**src/rtl/wand_bus_pkg.sv**
```systemverilog
// Shared types and constants for the wired-AND bus scheduler.
package wand_bus_pkg;

  typedef enum logic [1:0] {
    IDLE    = 2'd0,
    GRANT   = 2'd1,
    RELEASE = 2'd2
  } state_e;

  localparam int unsigned MAX_HOLD_DEF = 8;

  // Wand-neutral level: w ones, right-justified.
  function automatic logic [63:0] idle_val(input int unsigned w);
    if (w >= 64) idle_val = '1;
    else         idle_val = (64'd1 << w) - 64'd1;
  endfunction

endpackage

```
**src/rtl/wand_bus_sched_rr_pick.sv**
```systemverilog
// Rotate-priority picker: first set request at or after i_ptr, wrapping modulo NREQ.
module rr_pick #(
  parameter  int unsigned NREQ = 4,
  localparam int unsigned PW   = $clog2(NREQ)
) (
  input  logic [NREQ-1:0] i_req,
  input  logic [PW-1:0]   i_ptr,
  output logic            o_any,
  output logic [PW-1:0]   o_idx
);

  logic          w_found;
  logic [PW-1:0] w_pos;

  always_comb begin
    o_any   = |i_req;
    o_idx   = '0;
    w_found = 1'b0;
    w_pos   = '0;
    for (int unsigned i = 0; i < NREQ; i++) begin
      w_pos = PW'((32'(i_ptr) + i) % NREQ);
      if (!w_found && i_req[w_pos]) begin
        o_idx   = w_pos;
        w_found = 1'b1;
      end
    end
  end

endmodule

```
**src/rtl/wand_bus_sched.sv**
```systemverilog
// Round-robin owner scheduler for a shared wired-AND bus with bounded tenure
// and a one-cycle turnaround between owners.
module wand_bus_sched
  import wand_bus_pkg::*;
#(
  parameter int unsigned NREQ     = 4,
  parameter int unsigned W        = 3,
  parameter int unsigned MAX_HOLD = MAX_HOLD_DEF
) (
  input  logic                        clk,
  input  logic                        rst_n,
  input  logic [NREQ-1:0]             req,
  input  logic [NREQ-1:0][W-1:0]      req_data,
  input  logic [NREQ-1:0]             req_last,
  output logic [NREQ-1:0]             gnt,
  output logic [W-1:0]                bus_drv,
  output logic                        bus_vld,
  output logic                        busy,
  output logic [$clog2(MAX_HOLD)-1:0] hold_cnt,
  output logic                        timeout
);

  localparam int unsigned   PW       = $clog2(NREQ);
  localparam int unsigned   HW       = $clog2(MAX_HOLD);
  localparam logic [W-1:0]  IDLE_BUS = W'(idle_val(W));

  state_e          r_state,  w_state_nx;
  logic [NREQ-1:0] r_gnt,    w_gnt_nx;
  logic [PW-1:0]   r_owner,  w_owner_nx;
  logic [PW-1:0]   r_rr_ptr, w_rr_ptr_nx;
  logic [HW-1:0]   r_hold,   w_hold_nx;
  logic            r_timeout, w_timeout_nx;

  logic            w_any;
  logic [PW-1:0]   w_idx;
  logic            w_end_norm, w_end_wd, w_end_force;

  rr_pick #(.NREQ(NREQ)) u_pick (
    .i_req (req),
    .i_ptr (r_rr_ptr),
    .o_any (w_any),
    .o_idx (w_idx)
  );

  assign w_end_norm  = req[r_owner] && req_last[r_owner];
  assign w_end_wd    = !req[r_owner];
  assign w_end_force = (r_hold == HW'(MAX_HOLD - 1));

  always_comb begin
    w_state_nx   = r_state;
    w_gnt_nx     = r_gnt;
    w_owner_nx   = r_owner;
    w_rr_ptr_nx  = r_rr_ptr;
    w_hold_nx    = '0;
    w_timeout_nx = 1'b0;
    case (r_state)
      GRANT: begin
        if (w_end_norm || w_end_wd || w_end_force) begin
          w_state_nx   = RELEASE;
          w_gnt_nx     = '0;
          w_rr_ptr_nx  = (r_owner == PW'(NREQ - 1)) ? '0 : r_owner + PW'(1);
          // Forced release is only flagged when the owner did not end it anyway.
          w_timeout_nx = w_end_force && !w_end_norm && !w_end_wd;
        end else begin
          w_hold_nx = r_hold + HW'(1);
        end
      end
      IDLE, RELEASE: begin
        if (w_any) begin
          w_state_nx      = GRANT;
          w_gnt_nx        = '0;
          w_gnt_nx[w_idx] = 1'b1;
          w_owner_nx      = w_idx;
        end else begin
          w_state_nx = IDLE;
          w_gnt_nx   = '0;
        end
      end
      default: begin
        w_state_nx = IDLE;
        w_gnt_nx   = '0;
      end
    endcase
  end

  always_ff @(posedge clk or negedge rst_n) begin
    if (!rst_n) begin
      r_state   <= IDLE;
      r_gnt     <= '0;
      r_owner   <= '0;
      r_rr_ptr  <= '0;
      r_hold    <= '0;
      r_timeout <= 1'b0;
    end else begin
      r_state   <= w_state_nx;
      r_gnt     <= w_gnt_nx;
      r_owner   <= w_owner_nx;
      r_rr_ptr  <= w_rr_ptr_nx;
      r_hold    <= w_hold_nx;
      r_timeout <= w_timeout_nx;
    end
  end

  assign gnt      = r_gnt;
  assign bus_vld  = (r_state == GRANT);
  assign bus_drv  = (r_state == GRANT) ? req_data[r_owner] : IDLE_BUS;
  assign busy     = (r_state != IDLE);
  assign hold_cnt = r_hold;
  assign timeout  = r_timeout;

endmodule
```
**config.mk**
```make
export PLATFORM = sky130hd
export DESIGN_NAME = wand_bus_sched
export DESIGN_NICKNAME = d
export VERILOG_FILES = /design/src/rtl/wand_bus_pkg.sv /design/src/rtl/wand_bus_sched_rr_pick.sv /design/src/rtl/wand_bus_sched.sv
export SDC_FILE = /design/constraint.sdc
export NUM_CORES = 1
export LEC_CHECK = 0
export ABC_AREA = 0
export BUFFER_PORTS_ARGS = -buffer_cell sky130_fd_sc_hd__buf_2
export CAP_MARGIN = 0
export CORE_UTILIZATION = 45
export DETAILED_ROUTE_END_ITERATION = 10
export PLACE_DENSITY = 0.77
export SKIP_LAST_GASP = 1
export SYNTH_ARGS = -nofsm -noshare
export SYNTH_HDL_FRONTEND = slang
export SYNTH_SLANG_ARGS = --single-unit
```
**constraint.sdc**
```tcl
create_clock -name clk -period 4.65 [get_ports clk]
set_input_delay 0.6975 -clock clk [delete_from_list [all_inputs] [get_ports clk]]
set_output_delay 0.6975 -clock clk [all_outputs]
set_load 0.02 [all_outputs]
```
### Word-level counts from Yosys, hierarchy flattened

Cells that the tools add are included.

| storage, ports and cells | value |
|---|---|
| register bits after elaboration | 14 |
| input bits | 22 |
| output and inout bits | 13 |
| logic and storage cells | 78 |

| operators by class | value |
|---|---|
| add/sub/neg operators | 5 |
| order comparisons | 7 |
| equal/unequal tests | 5 |
| muxes and demuxes | 35 |
| reductions and logical operators | 20 |

Operators by type and width:

| kind | count |
|---|---|
| $lt 2x3->1 const B | 6 |
| $mux 1 | 13 |
| $bmux 1 s2 | 6 |
| $mux 2 | 6 |
| $mux 3 | 4 |
| $mux 4 | 2 |
| $pmux 4 s2 | 1 |
| $logic_and 1x1->1 | 7 |
| $bmux 3 s2 | 1 |
| $logic_not 1->1 | 5 |
| $add 2x1->2 const B | 2 |
| $add 2x2->2 const B | 2 |
| $eq 2x2->1 const B | 2 |
| $pmux 2 s2 | 1 |
| $reduce_and 2->1 | 2 |
| $reduce_or 4->1 | 1 |
| $add 3x1->3 const B | 1 |
| $eq 3x3->1 const B | 1 |
| $demux 1 s2 | 1 |
| $eq 2x1->1 const B | 1 |
| $ge 2x1->1 const B | 1 |
| $logic_not 2->1 | 1 |
| $logic_or 1x1->1 | 2 |
| $ne 2x1->1 const B | 1 |
| other kinds (2) | 2 |

### Longest topological paths before layout

| depth | value |
|---|---|
| word-level depth | 18 |
| depth in mapped cells | 4 |
| mapped depth without buffers | 4 |

### Modules after synthesis

From an unflattened synthesis, not the netlist that was laid out.

| unflattened totals | value |
|---|---|
| cell total of the unflattened synthesis | 72 |
| area, all modules | 802.0 um^2 |

Modules (own cells, without submodules):

| module | times used | cells an instance | area an instance (um^2) | seq. area each (um^2) |
|---|---|---|---|---|
| wand_bus_sched | 1 | 57 | 724.4 | 350.3 |
| rr_pick | 1 | 15 | 77.6 | 0.0 |

### Least setup slack after synthesis

No wires, ideal clock.

| timing | value |
|---|---|
| path kind | input to output |
| start | input port req_data[3] (netlist bit) |
| end | output port bus_drv[0] |
| data arrival time | 1.397 ns |
| data required time | 3.953 ns |
| slack | 2.556 ns |
| stages | 2 |
| buffers on the path | 0 |
| cell sequence | mux4_1 nand2b_1 |

| on the way | value |
|---|---|
| word-level cells in the longest chain between the ends | 3 |

Ends and longest elaborated chain:

| element | RTL line | RTL |
|---|---|---|
| from (decl) | wand_bus_sched.sv:13 | `input logic [NREQ-1:0][W-1:0] req_data,` |
| $bmux 3 s2 | wand_bus_sched.sv:106 | `assign bus_drv = (r_state == GRANT) ? req_data[r_owner] : IDLE_BUS;` |
| $mux 3 (not written as such) | wand_bus_sched.sv:106 |  |
| $mux 3 | wand_bus_sched.sv:106 |  |
| to (decl) | wand_bus_sched.sv:16 | `output logic [W-1:0] bus_drv,` |

No other way between the ends. The select of a mux whose other input is x is not followed.

### Final worst setup path

| timing | value |
|---|---|
| start | register r_owner[0] |
| end | output port bus_drv[1] |

| on the way | value |
|---|---|
| word-level cells in the longest chain between the ends | 3 |

Ends and longest elaborated chain:

| element | RTL line | RTL |
|---|---|---|
| from (decl) | wand_bus_sched.sv:29 | `logic [PW-1:0] r_owner, w_owner_nx;` |
| from (signal assigned) | wand_bus_sched.sv:97 | `r_owner <= w_owner_nx;` |
| $bmux 3 s2 | wand_bus_sched.sv:106 |  |
| $mux 3 (not written as such) | wand_bus_sched.sv:106 |  |
| $mux 3 | wand_bus_sched.sv:106 |  |

No other way between the ends. The select of a mux whose other input is x is not followed.

==> summary.md <==
| Metric | Value |
|---|---|
| Maximum VDD drop | `383 uV` |
| Fin crit share | `51.0%` |
| RR Startpoint | `r_owner[0]` |
| Max-Cap Viols | `0` |
| Core area | `1560 um2` |
| DRC | `5` |
| Layout cells sized above 1 | `42.6%` |
| Max-slew headroom | `69.2%` |
| Area Growth Syn to Fin | `27.1%` |
| Largest stage delay, worst path | `600 ps` |
| 1st-iter DRT viols | `12` |
| Clock buffer depth | `2` |
| Initial antenna violation count | `0` |
| Die height | `43.8 um` |
| Post-CTS resize count | `0` |
| Worst Path Class, Setup | `flip-flop to output pin` |
| Class of the worst hold path | `input pin to asynchronous set/reset pin` |
| Status | `finished, violations left` |
| Global-route wire length before repair | `2700 um` |
| Vias in the first global route | `623` |
| DRT Pass-1 Iters | `7` |
| Syn nets | `89` |
| All-Layer GR Usage | `19.8%` |
| Worst skew pair latency | `270 ps` |
| Final setup violation count | `0` |
| Drt total wl | `1560 um` |
| Post-CTS Hold Fix Bufs | `0` |
| Pleak | `0.000518 uW` |
| Max Slew Vio Count | `0` |
| Mapped cell area | `785 um2` |
| Detail Route Antenna Nets | `0` |
| Crit-path cells | `mux4_1, nand2b_1, buf_2` |
| CTS buffer count | `3` |
| Die X | `43.8 um` |
| R2R Setup Slk | `2840 ps` |
| WP data arrival | `1670 ps` |
| Sequential area share after synthesis | `44.7%` |
| Setup TNS | `0 ps` |
| Largest net degree at the start of global routing | `15` |
| Worst path slowest cell | `mux4_1` |
| Synthesized area per cell | `12.3 um2` |
| Synth top area share | `44.7%` |
| CTS root buffer | `clkbuf_4` |
| RSZ-0062 raised after global routing | `no` |
| Die footprint | `1910 um2` |
| Worst Path Max Fanout | `6` |
| Layout Cells excl Fill | `117` |
| # Post-CTS Setup Buffers | `0` |
| Crit end category | `output pin` |
| CTS tree | `yes` |
| PortBufs | `34` |
| CP Launch Type | `flip-flop` |
| Diode count | `0` |
| Routed len/inst | `13.3 um` |
| Top cells by area, synth | `dfrtp_1 45%, mux4_1 10%, nand2b_1 7.2%` |
| Synth Instances | `64` |
| Clk sink count | `14` |
| Via Count | `640` |
| Worst-margin pin slew | `462 ps` |
| F_max | `0.422 GHz` |
| Clock transition at path regs | `80 ps` |
| Placer congestion estimate | `0.780` |
| Site row count | `14` |
| Commonest non-fill, non-tap cell in the layout | `buf_2` |
| Util after Layout | `64.0%` |
| Period minus WS final | `2370 ps` |
| Failing checks | `design-rule violations` |
| FF-to-FF End | `r_rr_ptr[1]` |
| H-Tree Depth | `1` |
| Remaining global-route overflow | `0` |
| Cell Pwr Density | `559 nW/um2` |
| Vias/cell | `5.47` |
| Post-synth top area cell | `dfrtp_1` |
| Commonest cells after routing, fill and taps aside | `34 x buf_2, 14 x dfrtp_1, 9 x nand2b_1, 4 x nor2_1` |
| Nets | `128` |
| Clk_skew | `1.82 ps` |
| Top Ports | `35` |
| Worst EP required | `3950 ps` |
| Initial core utilization | `50.3%` |
| Cell depth of the worst flop-to-flop path | `4` |
| Post-DP HPWL | `1260 um` |
| Endpoints failing hold | `0` |
| Synthesized flop and latch total | `14` |
| Placed Cells | `114` |
| Total power | `558 uW` |
| Synth warn | `0` |
| Post-synth cell types | `27` |
[worst max-delay path by stage]
stage,start,end,slack [ps],cells after the start
3_5_place_dp,req_data[4],bus_drv[1],2330,4
5_1_grt,r_owner[0],bus_drv[1],2190,3
3_3_place_gp,req_data[4],bus_drv[1],2340,4
4_1_cts,r_owner[0],bus_drv[1],2250,3
2_1_floorplan,req_data[3],bus_drv[0],2560,2
6_report,r_owner[0],bus_drv[1],2280,3
[synth_stat cells]
master     count
or2_2          1
mux4_1         3
o21ai_2        1
a2bb2oi_1      1
ha_1           3
and2_1         2
dfrtp_1       14
nand3_1        1
a32o_1         2
nor3b_1        1
nor3b_4        1
mux2_1         2
or2_1          1
o21ai_0        2
nand2_1        3
a21o_1         1
nand2b_1       9
a21oi_1        1
mux4_2         1
nor2_1         4
inv_2          1
mux2_2         1
a211o_1        1
o2bb2ai_1      2
nor2b_1        3
mux2i_1        1
inv_1          1
[routing by layer]
metal	share of wire, %	vias up	track usage (%)	routed length (um)
li1	-	312	-	-
met1	44	302	23.3	692
met2	47	24	34.0	736
met3	7.6	2	4.58	118
met4	0.58	0	9.38	9
met5	0	-	0	0
[stage by stage]
stage               setup WS [ps]  hold slack, ps  instance area (um2)
floorplan                    2560             402                  785
global placement             2340             442                  975
detailed placement           2330             457                  975
CTS                          2250             309                  997
global route                 2190             309                  997
finish                       2280             300                  997
[flip-flops by register name, summed over array words and instances (netlist names)]
name      cells
hold_cnt      3
r_owner       2
r_rr_ptr      2
r_state       2
gnt           4
timeout       1
[critical path, delay by kind of cell, from the launching register on]
family	cells	cell delay, ps
muxes	1	600
DFF	1	480
buffers and inverters	1	170
and+or+nand+nor	1	150
[report_power, final]
| group | internal, uW | leakage (uW) | total (uW) | switching [uW] |
|---|---|---|---|---|
| combinational | 135 | 0.000323 | 282 | 147 |
| clock | 30.0 | 0.0000138 | 66.8 | 36.8 |
| sequential | 164 | 0.000181 | 209 | 44.9 |
[cell families (layout without fill, tap and decap cells)]
| logic type | count (synthesis) | count (layout) | synth area share (%) |
|---|---|---|---|
| simple gates | 26 | 26 | 20.1 |
| flops | 14 | 14 | 44.7 |
| compound gates | 11 | 11 | 11.0 |
| mux | 8 | 8 | 18.5 |
| fa+ha+maj | 3 | 3 | 4.79 |
| buf+inv | 2 | 39 | 0.956 |
[cell type report]
class / count / area (um2)
clock buffers: 3 / 22.5
multi-input cells: 48 / 427
well taps: 16 / 20.0
repair buffers: 34 / 170
fillers: 127 / 562
inverters: 2 / 7.51
flip-flops and latches: 14 / 350
Power figures use the tool's default switching activity.
